--- src/rtl/crc_req_scheduler.sv ---
// Round-robin scheduler sharing one byte-serial CRC engine between two frame
// requesters: grant, engine clear, byte streaming, result/timeout return.
module crc_req_scheduler #(
  parameter int unsigned DATA_W  = 8,
  parameter int unsigned TIMEOUT = 64
) (
  input  logic              clock,
  input  logic              reset,
  input  logic              req0_valid,
  input  logic [DATA_W-1:0] req0_data,
  input  logic              req0_last,
  output logic              req0_ready,
  output logic              res0_valid,
  output logic [DATA_W-1:0] res0_crc,
  output logic              res0_err,
  input  logic              req1_valid,
  input  logic [DATA_W-1:0] req1_data,
  input  logic              req1_last,
  output logic              req1_ready,
  output logic              res1_valid,
  output logic [DATA_W-1:0] res1_crc,
  output logic              res1_err,
  output logic              crc_start,
  output logic [DATA_W-1:0] crc_data,
  output logic              crc_valid,
  output logic              crc_last,
  input  logic [DATA_W-1:0] crc_in,
  input  logic              crc_done,
  output logic              busy
);

  typedef enum logic [2:0] {IDLE, START, STREAM, WAIT, RESP} state_t;

  localparam logic [7:0] CNT_LAST = 8'(TIMEOUT - 1);

  state_t            state_q, state_d;
  logic              grant_q, grant_d;
  logic              rr_ptr_q, rr_ptr_d;
  logic [7:0]        cnt_q, cnt_d;
  logic [DATA_W-1:0] res0_crc_q, res0_crc_d;
  logic [DATA_W-1:0] res1_crc_q, res1_crc_d;
  logic              res0_err_q, res0_err_d;
  logic              res1_err_q, res1_err_d;

  logic              sel_valid;
  logic [DATA_W-1:0] sel_data;
  logic              sel_last;

  assign sel_valid = grant_q ? req1_valid : req0_valid;
  assign sel_data  = grant_q ? req1_data  : req0_data;
  assign sel_last  = grant_q ? req1_last  : req0_last;

  assign res0_crc = res0_crc_q;
  assign res1_crc = res1_crc_q;
  assign res0_err = res0_err_q;
  assign res1_err = res1_err_q;
  assign busy     = (state_q != IDLE);

  always_comb begin
    state_d    = state_q;
    grant_d    = grant_q;
    rr_ptr_d   = rr_ptr_q;
    cnt_d      = cnt_q;
    res0_crc_d = res0_crc_q;
    res1_crc_d = res1_crc_q;
    res0_err_d = res0_err_q;
    res1_err_d = res1_err_q;
    req0_ready = 1'b0;
    req1_ready = 1'b0;
    res0_valid = 1'b0;
    res1_valid = 1'b0;
    crc_start  = 1'b0;
    crc_data   = '0;
    crc_valid  = 1'b0;
    crc_last   = 1'b0;

    unique case (state_q)
      IDLE: begin
        // rr_ptr only breaks ties; a lone requester always wins
        if (req0_valid || req1_valid) begin
          grant_d = (req0_valid && req1_valid) ? rr_ptr_q : req1_valid;
          state_d = START;
        end
      end
      START: begin
        crc_start = 1'b1;
        state_d   = STREAM;
      end
      STREAM: begin
        req0_ready = ~grant_q;
        req1_ready = grant_q;
        crc_valid  = sel_valid;
        crc_data   = sel_data;
        crc_last   = sel_valid & sel_last;
        if (sel_valid && sel_last) begin
          cnt_d   = '0;
          state_d = WAIT;
        end
      end
      WAIT: begin
        cnt_d = cnt_q + 8'd1;
        // a result arriving on the final timeout cycle still counts as success
        if (crc_done) begin
          if (grant_q) begin
            res1_crc_d = crc_in;
            res1_err_d = 1'b0;
          end else begin
            res0_crc_d = crc_in;
            res0_err_d = 1'b0;
          end
          state_d = RESP;
        end else if (cnt_q == CNT_LAST) begin
          if (grant_q) res1_err_d = 1'b1;
          else         res0_err_d = 1'b1;
          state_d = RESP;
        end
      end
      RESP: begin
        res0_valid = ~grant_q;
        res1_valid = grant_q;
        rr_ptr_d   = ~grant_q;
        state_d    = IDLE;
      end
      default: state_d = IDLE;
    endcase
  end

  always_ff @(posedge clock or negedge reset) begin
    if (!reset) begin
      state_q    <= IDLE;
      grant_q    <= 1'b0;
      rr_ptr_q   <= 1'b0;
      cnt_q      <= '0;
      res0_crc_q <= '0;
      res1_crc_q <= '0;
      res0_err_q <= 1'b0;
      res1_err_q <= 1'b0;
    end else begin
      state_q    <= state_d;
      grant_q    <= grant_d;
      rr_ptr_q   <= rr_ptr_d;
      cnt_q      <= cnt_d;
      res0_crc_q <= res0_crc_d;
      res1_crc_q <= res1_crc_d;
      res0_err_q <= res0_err_d;
      res1_err_q <= res1_err_d;
    end
  end

endmodule

--- config.mk ---
export PLATFORM = sky130hd
export DESIGN_NAME = crc_req_scheduler
export DESIGN_NICKNAME = d
export VERILOG_FILES = /design/src/rtl/crc_req_scheduler.sv
export SDC_FILE = /design/constraint.sdc
export NUM_CORES = 1
export LEC_CHECK = 0
export BUFFER_PORTS_ARGS = -buffer_cell sky130_fd_sc_hd__buf_2
export CORE_MARGIN = 3
export CORE_UTILIZATION = 49
export CTS_BUF_LIST = sky130_fd_sc_hd__clkbuf_2
export DETAILED_ROUTE_END_ITERATION = 10
export PLACE_DENSITY = 0.85
export SYNTH_ARGS = -nofsm -noshare
export SYNTH_HDL_FRONTEND = slang
export SYNTH_SLANG_ARGS = --single-unit
export TNS_END_PERCENT = 50
--- constraint.sdc ---
create_clock -name clock -period 1.66 [get_ports clock]
set_input_delay 0.083 -clock clock [delete_from_list [all_inputs] [get_ports clock]]
set_output_delay 0.083 -clock clock [all_outputs]
set_load 0.01 [all_outputs]
### Yosys cells after proc, flatten, opt, wreduce, memory -nomap -nowiden

Cells that the tools add are included.

* equality and inequality tests: 8
* bitwise operators: 2
* muxes and demuxes: 27
* add/sub/neg operators: 1
* reductions and logical operators: 14

Operators by type and width (count)
* 8-bit two-way mux: 3
* 1-bit two-way mux: 18
* 8-bit case mux with 2 select lines: 1
* 3-bit AND reduction: 5
* 3-bit two-way mux: 4
* 3-bit case mux with 4 select lines: 1
* 8-bit by 1-bit adder with 8-bit output (second input constant): 1
* 8-bit by 6-bit equality test with 1-bit output (second input constant): 1
* 3-bit by 2-bit equality test with 1-bit output (second input constant): 2
* 2-bit != test (second input constant): 2
* 2-bit AND reduction: 2
* 2-bit nonzero test: 2
* 3-bit by 1-bit equality test with 1-bit output (second input constant): 1
* 3-bit equality test (second input constant): 1
* 3-bit zero test: 1
* 3-bit != test (second input constant): 1
* 3-bit nonzero test: 1
* 1-bit logical AND: 2
* 1-bit AND: 1
* 1-bit logical OR: 1
* 1-bit inverter: 1

* output and inout bits: 34
* bits in registers: 31
* logic and storage cells: 60
* input port bits: 31

### Logic depth before layout (Yosys ltp)

Gate-level depths: netlist of run 1.

* depth after elaboration: 4
* gate-level depth with buffers: 5
* depth with buffers taken out: 4

### Worst setup path after synthesis of run 1

Ideal clock, no wire load.

* kind: register -> register
* start: reg state_q[0]
* end: reg cnt_q[5]
* data required time: 1520 ps
* arrival time: 1370 ps
* period minus slack after synthesis: 1510 ps
* buffers on the path: 1
* setup time: 140 ps
* cell stages (with the launch flop): 5
* setup slack: 150 ps
* cells stage by stage: dfrtp_1 > buf_6 > or3b_4 > nor3_4 > o211ai_1

* cells in the longest elaborated chain, start to end: 3
* elaborated cells between the ends (all ways): 6
* those cells by class: 3 x eq/ne; 1 x mux; 2 x reduce/logical

Ends and longest elaborated chain
* from (decl): RTL line 36 `state_t state_q, state_d;`
* from (signal assigned): RTL line 139 `state_q <= state_d;`
* 3-bit by 2-bit equality test with 1-bit output: RTL line 77 `unique case (state_q)`
* 2-bit != test (no source line) or 2-bit nonzero test (tied branches)
* 2-bit AND reduction (no source line)
* to (signal assigned): RTL line 142 `cnt_q <= cnt_d;`
* to (decl): RTL line 39 `logic [7:0] cnt_q, cnt_d;`

Several ways; a longest one is shown, not always the timed one.
A chain may end at the register's enable or synchronous reset.

### Final worst setup path of run 1

* start: reg state_q[2]
* end: out crc_data[0]

* cells in the longest elaborated chain, start to end: 2

Ends and longest elaborated chain
* 3-bit by 2-bit equality test with 1-bit output: RTL line 77
* 8-bit two-way mux: RTL line 77
* to (decl): RTL line 24 `output logic [DATA_W-1:0] crc_data,`

Every way passes these cells.

==> results of run 1 <==
[stage by stage]
step                std cells  hold slack (ns)  power, mW
detailed placement        250            0.156       3.06
global placement          250            0.159       2.99
floorplan                 143           -0.213       2.45
CTS                       278           0.0460       4.01
finish                    287            0.142       4.69
global route              287            0.139       4.91
[flip-flops by register name (all words and copies together) (netlist names)]
name,cells
cnt_q,8
res0_crc,8
res1_crc,8
state_q,3
grant_q,1
res0_err,1
res1_err,1
rr_ptr_q,1
[critical path, cell delays in order, from the launching register on]
cell     delay, ns
dfrtp_2       0.45
or3b_4        0.45
buf_8         0.17
nor2_4        0.11
buf_6         0.12
[kinds of logic after synthesis]
family,count (synthesis),synth area share
compound gates,24,0.101
fa+ha+maj,1,0.00785
buf+inv,11,0.0377
flops,31,0.487
mux,27,0.182
simple gates,49,0.184
[power breakdown]
group	total, mW	internal, mW	switching [mW]	leakage, nW
registers	1.34	1.08	0.260	0.386
logic	2.66	1.32	1.34	0.783
clock network	0.692	0.413	0.279	0.0532
[worst min path at each step]
stage,start,endpoint,depth (start not counted)
floorplan,reset,cnt_q[0]$_DFFE_PN0P_,0
global placement,reset,cnt_q[5]$_DFFE_PN0P_,1
detailed placement,reset,cnt_q[5]$_DFFE_PN0P_,1
CTS,crc_done,state_q[2]$_DFFE_PN0P_,3
global route,crc_done,res1_err$_DFFE_PN0P_,3
finish,crc_done,res1_err$_DFFE_PN0P_,3
[cell type report]
cell class                      count  area, µm²  area share
Tap cell                           44       55.1      0.0219
Sequential cell                    31        779       0.310
Clock inverter                      2       60.1      0.0239
Multi-Input combinational cell    103        895       0.356
Clock buffer                        6       30.0      0.0119
Timing Repair Buffer               97        679       0.270
Inverter                            4       15.0     0.00597
[routing by layer]
metal / wire length, µm / up-vias / track usage
met4: 172 / 0 / 0.102
met5: 0 / - / 0
met1: 2080 / 810 / 0.269
met3: 299 / 20 / 0.0629
met2: 2890 / 69 / 0.404
li1: - / 726 / -
[what timing repair did]
item / in CTS / in global routing
buffers inserted: 8 / 7
endpoints found under the setup margin: 14 / 35
pin swaps: 9 / 6
hold endpoints to repair: 48 / 0
hold buffers: 11 / 0
gates resized for setup: 17 / 32
cloned: 1 / 2
[layout by cell type, fill, tap and decap left out, drive strengths merged, types with 2 or more instances in the layout]
master        n
nor3          2
o211ai        6
o21a          3
nor2         17
o21ai         8
or3b          2
dlygate4sd3  11
mux2         16
or4           3
buf          86
nor4b         2
dfrtp        31
bufinv        2
inv           4
mux2i        11
or3           3
nand3         7
nand2         9
clkbuf        6
==> metrics, run 1 <==
fin crit share 1.06; first-pass GRT wire length 7230 µm; clk buf depth 2; router iterations before antenna repair 5; PwrDens 1870 nW/µm²; Yosys top cell by area dfrtp_1; fin util 0.817; Top Ports 65; ys async rst share 1.00; Reg2Reg Launch Point state_q[0]$_DFFE_PN0P_; Clk Latency, worst-skew pair 0.38 ns; Max Freq 0.567 GHz; syn_nets 175; GRT Total Usage 0.234; run status complete, but fails checks; Rel. slew slack 0.541; row cnt 20; WL/cell 19.0 µm; share of cells above drive strength 1 0.560; FF-to-FF End res1_crc[2]$_DFFE_PN0P_; Final WS setup -0.104 ns; n_diodes 0; LEAKAGE 1.22 nW; die area 3970 µm²; Final nets 274; crit path max fanout 5; initial antenna violation count 0; worst reg2reg path depth 6; synth top area cells dfrtp_1 (49%), mux2_2 (11%), mux2i_1 (6.9%); final setup fails 19; most frequent cell after synthesis dfrtp_1; CORE AREA 3080 µm²; Die Ht 63.0 µm; # DRC 0; Startpoint Class register; Avg Cell Area, Syn 11.1 µm²; share of the synthesized area in the top cell type 0.487; sequential share of the synthesized area 0.487; Hold Crit Class in -> reg; clk slew on worst S/H paths 0.18 ns; largest net degree at the start of global routing 32; worst slack, placed 0.0661 ns; fill cell count 168; worst setup path category reg -> out; Post-Layout Inst Area 2510 µm²; WL final 5440 µm; CTS root buf clkbuf_2; failing checks setup timing; actual slew at the worst max-slew pin 0.688 ns; Worst setup startpoint state_q[2]$_DFFE_PN0P_; Setup Skew 0.0202 ns; via count 1625; worst setup path end crc_data[0]; Final Slew Violations 0; R2R setup slack -0.03 ns; Mapped Area 1590 µm²; RSZ-0062 raised after global routing yes; CTS tree done; Final Hold Fails 0; Num CTS Buffers 5; Synth Instances 143; dominant synthesized flop cell dfrtp_1; clock sinks 31; HPWL Detailed 2850 µm; Synth cell types 36; setup TNS -0.974 ns; Final ANT Viol Nets 0; global placement routability congestion 0.805; Placed Area 1970 µm²; Commonest cells post-synth dfrtp_1 (31), nor2_1 (17), mux2_2 (16); total gr overflow 0; synth warn 0; max cap viols 0; die width 63.0 µm; Worst Path Required 1.58 ns; peak supply drop 0.00106 V; Via density 5.66; worst endpoint data arrival time 1.68 ns; # H-tree levels 2; post-layout minimum cycle time 1.76 ns; Area growth syn-to-layout 57.7%; starting density of the core 0.518; Yosys reg bits 31; Crit. End Element output port; Iteration-0 DRC Markers 182; vias in the first global route 1549; PortBufs 64; EDFF count, synth 0
Note: power is estimated with default switching activity, not from simulation.
==> run 2, diff against run 1 <==
- SETUP_SLACK_MARGIN: not set -> 0.1
- TNS_END_PERCENT: 50 -> 1
==> run 2 against run 1 <==
Effect of this change: the run still ends with setup timing left; combinational power decreased by 7%; flip-flop and latch count unchanged; power decreased by 4.1%; die area unchanged; cell count decreased by 2.8%; wire length decreased by 5.4%; clock power about the same; worst setup slack got worse by 0.0098 ns; via count decreased by 2.6%; clock skew increased by 0.0034 ns; utilization decreased by 2.2 points; critical endpoint unchanged; largest power group unchanged; highest routed layer unchanged.
==> metrics, run 2 (synthesized netlist as in run 1, its figures left out) <==
Area growth syn-to-layout 53.4%; Final ANT Viol Nets 0; Placed Cells 250; WL final 5150 µm; LEAKAGE 1.19 nW; setup TNS -0.965 ns; worst endpoint data arrival time 1.69 ns; max incr delay on CP 0.46 ns; slowest CP cell or3b_4; first-pass GRT wire length 7390 µm; hold path depth 3; actual slew at the worst max-slew pin 0.672 ns; Die Ht 63.0 µm; # DRC 0; Total Power 4.50 mW; most common cell after layout, fill and taps aside buf_2; PwrDens 1840 nW/µm²; Crit. End Element output port; Hold Crit Class in -> reg; final setup fails 13; CTS tree done; # H-tree levels 2; R2R setup slack 0.03 ns; n_diodes 0; Psw 1.79 mW; Setup Skew 0.0236 ns; Logic pwr share 0.550; clk buf depth 2; router iterations before antenna repair 4; peak supply drop 0.000986 V; Reg2Reg Launch Point state_q[0]$_DFFE_PN0P_; worst setup path category reg -> out; Hold WS 0.128 ns; combined area of the multi-input logic cells 882 µm²; Sw Share 0.398; Num CTS Buffers 5; worst-path cell chain or3b_4, buf_8, nor2_4, buf_6; Startpoint Class register; FF-to-FF End res0_crc[0]$_DFFE_PN0P_; CP bufs+invs 2; die area 3970 µm²; global placement routability congestion 0.805; Clk pwr share 0.153; Iteration-0 DRC Markers 164; run status complete, but fails checks; Pint 2.71 mW; CTS root buf clkbuf_2; worst reg2reg path depth 5; post-layout minimum cycle time 1.77 ns; Final Hold Fails 0; initial antenna violation count 0; Final nets 266; RSZ-0062 raised after global routing yes; crit path max fanout 5; clk slew on worst S/H paths 0.17 ns; WL/cell 18.4 µm; max cap viols 0; storage element area 779 µm²; non-filler cells, final 279; largest net degree at the start of global routing 32; HPWL Detailed 2850 µm; vias in the first global route 1529; total gr overflow 0; sequential power share 0.297; failing checks setup timing; Final Slew Violations 0; Worst Path Required 1.58 ns; Clk Latency, worst-skew pair 0.39 ns; hold_sp crc_done; cell family with most CP delay simple AND/OR/NAND/NOR gates; die width 63.0 µm; row cnt 20; starting density of the core 0.518; Max Freq 0.564 GHz; clock sinks 31; GRT Total Usage 0.240; fill cell count 185; CORE AREA 3080 µm²; via count 1583; Top Ports 65; share of cells above drive strength 1 0.553; Final WS setup -0.113 ns; Rel. slew slack 0.552; Hold Path End state_q[2]$_DFFE_PN0P_; fin crit share 1.07; Via density 5.67; PortBufs 64; most frequent cells in the layout buf_2 (56), dfrtp_1 (28), buf_6 (12)
-- run 2: cell count changes in the layout (fill, tap and decap cells not counted), sizes merged --
cell / previous run / this run
nand3: 7 / 5
buf: 86 / 80
-- run 2: what timing repair did --
item | CTS | global route
pin swaps | 15 | 2
gates cloned | 1 | 0
hold buffers | 11 | 0
endpoints found under the setup margin | 37 | 40
buffers inserted | 6 | 3
hold endpoints to repair | 48 | 0
gates resized for setup | 19 | 32
-- run 2: metal layers --
layer | GRT usage | vias to the layer above | wire length, µm
li1 | - | 702 | -
met3 | 0.0612 | 26 | 243
met2 | 0.407 | 62 | 2670
met1 | 0.289 | 793 | 1970
met4 | 0.0964 | 0 | 259
met5 | 0 | - | 0
-- run 2: cell type report --
type | count | area share
clock inverters | 2 | 0.0246
inverters | 4 | 0.00614
clock buffers | 6 | 0.0123
flip-flops and latches | 31 | 0.319
well taps | 44 | 0.0225
multi-input cells | 101 | 0.361
repair buffers | 91 | 0.255
-- run 2: how the worst max path moves through the flow --
stage,start,endpoint,slack (ns),cells after the start
after floorplan,state_q[0]$_DFFE_PN0P_,cnt_q[5]$_DFFE_PN0P_,0.15,4
after global placement,state_q[0]$_DFFE_PN0P_,crc_last,0.11,3
after detailed placement,state_q[0]$_DFFE_PN0P_,cnt_q[6]$_DFFE_PN0P_,0.07,3
after CTS,state_q[2]$_DFFE_PN0P_,crc_data[2],-0.06,4
after global routing,state_q[1]$_DFFE_PN0P_,crc_data[0],-0.17,4
final,state_q[1]$_DFFE_PN0P_,crc_data[0],-0.11,4
-- run 2: worst reg2reg max path: stages (launching register included) --
cell and delay [ns]:
dfrtp_2 0.44, buf_4 0.15, buf_6 0.13, and3b_2 0.28
nand3_4 0.18, mux2_2 0.36
-- run 2: metrics by stage --
stage          setup slack, ns  utilization  area, µm²
6_report                -0.113        0.794       2440
5_1_grt                 -0.172        0.794       2440
4_1_cts                -0.0580        0.742       2280
3_5_place_dp            0.0661        0.640       1970
3_3_place_gp             0.109        0.640       1970
2_1_floorplan            0.150            -       1590
-- run 2: power by group through the flow --
stage / registers, mW / logic, mW / clock network [mW]
after global routing: 1.38 / 2.62 / 0.727
after detailed placement: 1.37 / 1.70 / 0
after global placement: 1.35 / 1.64 / 0
after floorplan: 1.36 / 1.09 / 0
after CTS: 1.32 / 1.97 / 0.688
final: 1.34 / 2.47 / 0.689
